===== config.mk =====
export PLATFORM = sky130hd
export DESIGN_NAME = toggle_pulse_gen_flat
export DESIGN_NICKNAME = d
export VERILOG_FILES = /design/src/rtl/toggle_pulse_gen_pkg.sv /design/src/rtl/toggle_pulse_gen_if.sv /design/src/rtl/toggle_pulse_gen_sync_2ff.sv /design/src/rtl/toggle_pulse_gen.sv /design/src/flat_wrapper.sv
export SDC_FILE = /design/constraint.sdc
export NUM_CORES = 1
export LEC_CHECK = 0
export BUFFER_PORTS_ARGS = -buffer_cell sky130_fd_sc_hd__buf_2
export CAP_MARGIN = 25
export CORE_UTILIZATION = 35
export CTS_CLUSTER_DIAMETER = 120
export DETAILED_ROUTE_END_ITERATION = 12
export GPL_ROUTABILITY_DRIVEN = 0
export SLEW_MARGIN = 40
export SYNTH_ARGS = -nofsm -noshare
export SYNTH_HDL_FRONTEND = slang
export SYNTH_SLANG_ARGS = --single-unit

===== constraint.sdc =====
create_clock -name CLK -period 1.7 [get_ports CLK]
set_input_delay 0 -clock CLK [delete_from_list [all_inputs] [get_ports CLK]]
set_output_delay 0 -clock CLK [all_outputs]
set_load 0.1 [all_outputs]

===== src/rtl/toggle_pulse_gen_pkg.sv =====
// ---------------------------------------------------------------------------
// toggle_pulse_gen_pkg
//   Shared definitions for the push-button toggle pulse generator:
//   FSM state encoding and default timing constants.
// ---------------------------------------------------------------------------
package toggle_pulse_gen_pkg;

    // Encoding is visible on the STATE debug output, so values are fixed.
    typedef enum logic [1:0] {
        ST_IDLE         = 2'd0,
        ST_PRESS_WAIT   = 2'd1,
        ST_HELD         = 2'd2,
        ST_RELEASE_WAIT = 2'd3
    } state_e;

    // Consecutive stable samples needed to accept a press or a release.
    localparam int DB_CYCLES_DEF  = 4;
    localparam int DB_W_DEF       = 3;
    // Auto-repeat period while the button is held.
    localparam int REP_CYCLES_DEF = 8;
    localparam int REP_W_DEF      = 4;

endpackage : toggle_pulse_gen_pkg


===== src/rtl/toggle_pulse_gen_if.sv =====
// ---------------------------------------------------------------------------
// toggle_pulse_gen_if
//   Bundles the button-side inputs and the FFT-side outputs of the pulse
//   generator.
//     BTN       raw asynchronous button level (1 = pressed)
//     REPEAT_EN 1 = emit repeat pulses while held
//     T         one-cycle toggle request to the FFT
//     ENABLE    enable to the FFT
//     PRESSED   debounced button level
//     STATE     current FSM state (debug)
//   Handshake: there is no valid/ready pair. T is a single-cycle strobe that
//   the consumer must act on in the cycle it is high; ENABLE qualifies it.
//   master = stimulus/consumer side, slave = the generator itself.
// ---------------------------------------------------------------------------
interface toggle_pulse_gen_if;

    logic       BTN;
    logic       REPEAT_EN;
    logic       T;
    logic       ENABLE;
    logic       PRESSED;
    logic [1:0] STATE;

    modport master (
        output BTN,
        output REPEAT_EN,
        input  T,
        input  ENABLE,
        input  PRESSED,
        input  STATE
    );

    modport slave (
        input  BTN,
        input  REPEAT_EN,
        output T,
        output ENABLE,
        output PRESSED,
        output STATE
    );

endinterface : toggle_pulse_gen_if


===== src/rtl/toggle_pulse_gen_sync_2ff.sv =====
// ---------------------------------------------------------------------------
// sync_2ff
//   Two-flop synchronizer for a single asynchronous level. Reusable for any
//   slow asynchronous input.
//     CLK  clock
//     RST  synchronous active-high reset, clears both stages
//     D    asynchronous input
//     Q    synchronized output (two CLK edges of latency)
// ---------------------------------------------------------------------------
module sync_2ff (
    input  logic CLK,
    input  logic RST,
    input  logic D,
    output logic Q
);

    logic s1_q;
    logic s2_q;

    always_ff @(posedge CLK) begin
        if (RST) begin
            s1_q <= 1'b0;
            s2_q <= 1'b0;
        end else begin
            s1_q <= D;
            s2_q <= s1_q;
        end
    end

    assign Q = s2_q;

endmodule : sync_2ff


===== src/rtl/toggle_pulse_gen.sv =====
// ---------------------------------------------------------------------------
// toggle_pulse_gen
//   Turns a raw bouncing push-button level into clean toggle requests for a
//   T flip-flop: synchronize -> debounce -> press FSM -> one-cycle T pulse,
//   with optional auto-repeat while the button is held.
//     CLK   clock, all logic on the rising edge
//     RST   synchronous active-high reset
//     io    toggle_pulse_gen_if.slave (BTN, REPEAT_EN in; T, ENABLE,
//           PRESSED, STATE out)
// ---------------------------------------------------------------------------
module toggle_pulse_gen
    import toggle_pulse_gen_pkg::*;
#(
    parameter int DB_CYCLES  = DB_CYCLES_DEF,
    parameter int DB_W       = DB_W_DEF,
    parameter int REP_CYCLES = REP_CYCLES_DEF,
    parameter int REP_W      = REP_W_DEF
) (
    input  logic               CLK,
    input  logic               RST,
    toggle_pulse_gen_if.slave  io
);

    localparam logic [DB_W-1:0]  DB_LAST  = DB_W'(DB_CYCLES - 1);
    localparam logic [REP_W-1:0] REP_LAST = REP_W'(REP_CYCLES - 1);

    logic btn_s;

    state_e            state_q,   state_d;
    logic [DB_W-1:0]   db_cnt_q,  db_cnt_d;
    logic [REP_W-1:0]  rep_cnt_q, rep_cnt_d;
    logic              t_q,       t_d;
    logic              enable_q,  enable_d;

    sync_2ff u_sync (
        .CLK (CLK),
        .RST (RST),
        .D   (io.BTN),
        .Q   (btn_s)
    );

    always_ff @(posedge CLK) begin
        if (RST) begin
            state_q   <= ST_IDLE;
            db_cnt_q  <= '0;
            rep_cnt_q <= '0;
            t_q       <= 1'b0;
            enable_q  <= 1'b0;
        end else begin
            state_q   <= state_d;
            db_cnt_q  <= db_cnt_d;
            rep_cnt_q <= rep_cnt_d;
            t_q       <= t_d;
            enable_q  <= enable_d;
        end
    end

    // Counters are cleared on every state entry and compared for equality,
    // so they never need to wrap.
    always_comb begin
        state_d   = state_q;
        db_cnt_d  = db_cnt_q;
        rep_cnt_d = rep_cnt_q;
        t_d       = 1'b0;
        enable_d  = 1'b1;

        case (state_q)
            ST_IDLE: begin
                if (btn_s) begin
                    state_d  = ST_PRESS_WAIT;
                    db_cnt_d = '0;
                end
            end

            ST_PRESS_WAIT: begin
                if (!btn_s) begin
                    state_d = ST_IDLE;          // bounce rejected
                end else if (db_cnt_q == DB_LAST) begin
                    state_d   = ST_HELD;
                    t_d       = 1'b1;
                    rep_cnt_d = '0;
                end else begin
                    db_cnt_d = db_cnt_q + DB_W'(1);
                end
            end

            ST_HELD: begin
                if (!btn_s) begin
                    state_d  = ST_RELEASE_WAIT;
                    db_cnt_d = '0;
                end else if (io.REPEAT_EN) begin
                    if (rep_cnt_q == REP_LAST) begin
                        t_d       = 1'b1;
                        rep_cnt_d = '0;
                    end else begin
                        rep_cnt_d = rep_cnt_q + REP_W'(1);
                    end
                end else begin
                    rep_cnt_d = '0;
                end
            end

            ST_RELEASE_WAIT: begin
                if (btn_s) begin
                    // Release bounce: resume holding without a new pulse.
                    state_d   = ST_HELD;
                    rep_cnt_d = '0;
                end else if (db_cnt_q == DB_LAST) begin
                    state_d = ST_IDLE;
                end else begin
                    db_cnt_d = db_cnt_q + DB_W'(1);
                end
            end

            default: begin
                state_d = ST_IDLE;
            end
        endcase
    end

    assign io.T       = t_q;
    assign io.ENABLE  = enable_q;
    assign io.PRESSED = (state_q == ST_HELD) || (state_q == ST_RELEASE_WAIT);
    assign io.STATE   = state_q;

endmodule : toggle_pulse_gen

===== src/flat_wrapper.sv =====
// flat-port wrapper written by rule: the top's interface ports become plain ports
module toggle_pulse_gen_flat import toggle_pulse_gen_pkg::*;
#(
    parameter int DB_CYCLES  = DB_CYCLES_DEF,
    parameter int DB_W       = DB_W_DEF,
    parameter int REP_CYCLES = REP_CYCLES_DEF,
    parameter int REP_W      = REP_W_DEF
)
  (CLK, RST, io_BTN, io_REPEAT_EN, io_T, io_ENABLE, io_PRESSED, io_STATE);
  toggle_pulse_gen_if io_i ();
  input  logic CLK;
  input  logic RST;
  input wire logic [$bits(io_i.BTN)-1:0] io_BTN;
  input wire logic [$bits(io_i.REPEAT_EN)-1:0] io_REPEAT_EN;
  output wire logic [$bits(io_i.T)-1:0] io_T;
  output wire logic [$bits(io_i.ENABLE)-1:0] io_ENABLE;
  output wire logic [$bits(io_i.PRESSED)-1:0] io_PRESSED;
  output wire logic [$bits(io_i.STATE)-1:0] io_STATE;
  assign io_i.BTN = io_BTN;
  assign io_i.REPEAT_EN = io_REPEAT_EN;
  assign io_T = io_i.T;
  assign io_ENABLE = io_i.ENABLE;
  assign io_PRESSED = io_i.PRESSED;
  assign io_STATE = io_i.STATE;
  toggle_pulse_gen #(.DB_CYCLES(DB_CYCLES), .DB_W(DB_W), .REP_CYCLES(REP_CYCLES), .REP_W(REP_W)) u_core (.CLK(CLK), .RST(RST), .io(io_i));
endmodule

* Word-level counts from Yosys, hierarchy flattened
Cells that the tools add are included.
Cells by class: order comparisons 0, bitwise gates (word level) 0, muxes and demuxes 27, equality and inequality tests 14, shifts and indexed selects 0, multiply operators 0, reduce and logical (&&, ||, !) cells 6, $add $sub $neg 2, divide/modulo/power cells 0
Operators by type and width (number):
- 4-bit two-way mux | 6
- 3-bit two-way mux | 5
- 2-bit two-way mux | 6
- 2-bit != test (second input constant) | 6
- 3-bit one-hot mux with 4 select lines | 1
- 4-bit one-hot mux with 3 select lines | 1
- 2-bit one-hot mux with 4 select lines | 1
- 4-bit AND reduction | 2
- 1-bit two-way mux | 6
- 3-bit by 2-bit != test with 1-bit output (second input constant) | 2
- 5-bit AND reduction | 1
- 4-bit by 1-bit adder with 4-bit output (second input constant) | 1
- 2-bit == test (second input constant) | 2
- 4-bit by 3-bit == test with 1-bit output (second input constant) | 1
- 3-bit by 1-bit adder with 3-bit output (second input constant) | 1
- 3-bit by 2-bit == test with 1-bit output (second input constant) | 1
- 3-bit nonzero test | 1
- 2-bit by 1-bit == test with 1-bit output (second input constant) | 1
- 2-bit logical NOT | 1
- 2-bit by 1-bit != test with 1-bit output (second input constant) | 1
- 1-bit one-hot mux with 2 select lines | 1
- 1-bit logical OR | 1
Word-level totals: bits in latches 0, bits in registers 13, bits in read-only memories 0, RAM bits 0, memories 0, logic and storage cells 56

* Logic depth before layout (Yosys ltp)
word-level depth 5, mapped depth 7, mapped depth without buffers 6

* Modules after synthesis
Synthesis repeated with hierarchy kept, for this count alone.
Unflattened totals: cell total of the unflattened synthesis 82, area total of the unflattened synthesis 726.9 µm²
Modules (own cells, without submodules):
- toggle_pulse_gen | cells an instance 78, area an instance 674.4 µm², sequential area each 220.2 µm², times used 1
- sync_2ff | cells an instance 4, area an instance 52.6 µm², sequential area each 40.0 µm², times used 1

* Worst setup path after synthesis
OpenSTA, ideal clock, no wires.
path kind flip-flop to flip-flop, from reg u_core.state_q[0] (netlist: u_core.io.STATE[0]), to reg with a tool-made name, path buffers 1, data required time 1.584 ns, library setup time 0.116 ns, arrival time 2.255 ns, setup slack -0.672 ns, stages on the path, launching flop included 8, path through dfxtp_1 inv_1 ha_1 buf_6 nor2b_1 o2bb2ai_1 a311oi_1 a41o_1
RTL lines:
- start: declaration | RTL line toggle_pulse_gen.sv:29 | state_e state_q, state_d;
- start signal: assignment | RTL line toggle_pulse_gen.sv:50 | state_q <= state_d;

* Final worst setup path
from reg u_core.state_q[0] (netlist: u_core.io.STATE[0]), to out io_PRESSED
Between the ends: word-level cells in the longest chain between the ends 2, elaborated cells between the ends (all ways) 3, classes of those cells 2 x eq/ne; 1 x reduce/logical
RTL lines:
- 2-bit == test | RTL line toggle_pulse_gen.sv:123 | assign io.PRESSED = (state_q == ST_HELD) || (state_q == ST_RELEASE_WAIT);
- 1-bit logical OR * | RTL line toggle_pulse_gen.sv:123
- end: declaration | RTL line flat_wrapper.sv:17 | output wire logic [$bits(io_i.PRESSED)-1:0] io_PRESSED;
Every way passes the cells marked *; elsewhere a longest branch is shown, timed or not.

==> flow_summary_export.csv <==
group,metric,value,unit
logic_synthesis,synth.distinct_cells,34,
logic_synthesis,syn_avg_cell_area,9.42,µm²
timing,drv_slew,0,
clocking,cts-buffers-inserted,3,
timing,timing.fmax,616,MHz
timing,slew_headroom,68.0,%
clocking,clkTransAtPathRegs,0.08,ns
routing,wl_per_cell,11.4,µm
setup_path,crit_path_start_kind,"flip-flop",
logic_synthesis,netlist_area,726,µm²
power,p_sw_share,32.1,%
logic_synthesis,ys.flop_type,"dfxtp_1",
logic_synthesis,synthTopCellsByArea,"dfxtp_1 (36%), ha_1 (14%), nor2b_1 (4.3%), nor2_1 (3.6%), mux2i_1 (2.8%)",
global_routing,grt_pass1_vias,524,
clocking,htreeDepth,1,
timing,min_period,1.62,ns
timing,final-setup-viol-count,0,
die,row_count,16,
clocking,root_buffer,"clkbuf_4",
timing,fin_skew,0.00139,ns
logic_synthesis,ys_ff_latch,13,
die,io_pins,9,
power,seq_power_share,49.4,%
timing,timing.hold.ws,0.0441,ns
setup_path,worstSetupEndpointType,"primary output",
power,switching_power,213,µW
die,fp.dieW,47.5,µm
global_routing,antenna_found_initial,0,
setup_path,r2r.worst_path.cells,5,
routing,drt_iter0_drc,9,
status,status,"finished, final reports clean",
power,p_int,450,µW
layout,nets,103,
flow_run,maxCapViolations,0,
clocking,clk_path_buf_depth,2,
logic_synthesis,yosysTopAreaCell,"dfxtp_1",
logic_synthesis,yosysTopAreaCellShare,35.9,%
setup_path,r2r-start,"u_core.db_cnt_q[0]",
routing,vias,617,
setup_path,cp_data_arrival_time,1.62,ns
timing,finalHoldViolCount,0,
die,start_util,37.0,%
routing,remaining_drc_errors,0,
die,core_area,1960,µm²
setup_path,path_class,"reg -> out",
clocking,cts_num_sinks,13,
placed_design,io_buffer_count,8,
power,p_per_area,771,nW/µm²
clocking,insertion_delay,0.27,ns
placed_design,dp.final_hpwl,1020,µm
power,irDropWorstVdd,0.000598,V
layout,area_growth,18.4,%
routing,ant_nets,0,
clocking,post-cts-setup-buffer-count,0,
power,power_leakage,0.000371,µW
hold_path,min_path_type,"in -> reg",
logic_synthesis,yosysSeqAreaShare,35.9,%
die,die_area,2260,µm²
logic_synthesis,synth-edff-count,0,
routing,drt_first_pass_iters,4,
logic_synthesis,syn_inst,77,
hold_path,min_from,"io_REPEAT_EN",
hold_path,min_path_cells,3,
timing,final.setup.tns,0,ns
timing,worst_pin_slew,0.483,ns
power,clock_power_share,28.5,%
layout,stdcell_area,860,µm²
clocking,tritoncts,"done",
setup_path,cp_data_required_time,1.70,ns
global_routing,grt_first_pass_wirelength,2080,µm
global_routing,grt.total_usage,13.5,%
timing,period_share,95.4,%
global_routing,grt_max_degree,15,
logic_synthesis,synth_commonest_cells,"dfxtp_1 (13), ha_1 (8), nor2_1 (7)",
routing,drt-total-wl,1330,µm
power,finalPower,662,µW
hold_path,hold_end,"u_core.rep_cnt_q[1]",
logic_synthesis,synth_nets,89,
logic_synthesis,post-synth-top-count-cell,"dfxtp_1",
setup_path,r2r_setup_slack,0.10,ns
layout,layout-drive-gt1-share,32.2,%
placed_design,place_area,816,µm²
logic_synthesis,synth_warnings,0,
logic_synthesis,async_flop_share,0,%
setup_path,critical_path.max_fanout,7,
layout,antenna_cells,0,
global_routing,overflow,0,
power,share_comb_of_total_power,22.1,%
routing,avgViaCountPerCell,5.27,
die,fp.dieH,47.5,µm
==> cell type report <==
| class | count | area (µm²) |
|---|---|---|
| clock buffer | 4 | 26.3 |
| fill | 223 | 1100 |
| inverter | 5 | 18.8 |
| multi-input combinational | 56 | 438 |
| sequential | 13 | 268 |
| tap | 27 | 33.8 |
| timing repair buffer | 12 | 75.1 |
==> power by group through the flow <==
stage	Sequential (µW)	Combinational (µW)	Clock, µW
2_1_floorplan	372	77.9	0
3_3_place_gp	334	142	0
3_5_place_dp	335	143	0
4_1_cts	327	146	200
5_1_grt	330	158	209
6_report	327	146	189
==> critical path, stage by stage, from the launching register on <==
cell and delay (ns):
dfxtp_4 0.39, inv_2 0.06, ha_2 0.23, buf_4 0.16, or2_2 0.27, buf_4 0.23
==> routing by layer <==
metal / up-vias / wire (µm) / track usage, %
li1: 308 / - / -
met1: 295 / 630 / 15.8
met2: 14 / 613 / 22.2
met3: 0 / 84 / 7.92
met4: 0 / 0 / 1.67
met5: - / 0 / 0
==> sequential cells by signal (all words and copies together) (netlist names), named ones only <==
register            count
u_core.rep_cnt_q        4
u_core.db_cnt_q         3
u_core.io.ENABLE        1
u_core.io.STATE         1
u_core.io.T             1
u_core.u_sync.Q         1
u_core.u_sync.s1_q      1
==> worst max-delay path by stage <==
| stage | startpoint | end | slack, ns | depth (start not counted) |
|---|---|---|---|---|
| CTS | u_core.db_cnt_q[0] | flip-flop | 0.05 | 5 |
| finish | u_core.io.STATE[0] | io_PRESSED | 0.08 | 5 |
| floorplan | u_core.io.STATE[0] | flip-flop | 0.0006 | 7 |
| global placement | u_core.db_cnt_q[0] | u_core.db_cnt_q[0] | 0.10 | 6 |
| detailed placement | u_core.db_cnt_q[0] | flip-flop | 0.06 | 5 |
| global route | u_core.db_cnt_q[0] | u_core.db_cnt_q[1] | -0.01 | 6 |
==> cells by family (layout without fill, tap and decap cells) <==
group                      after synthesis  count (layout)  share of synthesized area (%)
AOI/OAI and AO/OA                       17              17                           19.5
adders and majority gates                8               8                           13.8
buffers and inverters                    8              21                           5.69
DFF                                     13              13                           35.9
muxes                                    2               2                           2.76
and+or+nand+nor                         29              29                           22.4
==> through the flow <==
stage	util (%)	worst slack (ns)	instances
floorplan	-	0.000577	77
global placement	41.6	0.100	112
detailed placement	41.6	0.0649	112
CTS	43.7	0.0477	117
global route	43.8	-0.00979	117
finish	43.8	0.0774	117
==> cell usage in the layout (no fill, tap or decap), types with 2 or more instances in the layout <==
master    count
mux2i_1       2
clkbuf_4      3
nor2_1        7
ha_2          3
dfxtp_1      11
inv_2         2
buf_2         7
dfxtp_4       2
a21oi_1       3
inv_1         3
buf_4         4
nor3_1        3
nor2b_1       5
a31o_2        2
a311oi_1      2
nand2_1       4
ha_1          5
==> what timing repair did <==
item,4_1_cts,5_1_grt
resized for setup,2,1
endpoints found under the setup margin,1,3
cloned,0,0
hold endpoints to repair,1,0
hold buffers,1,0
Power figures use the tool's default switching activity.
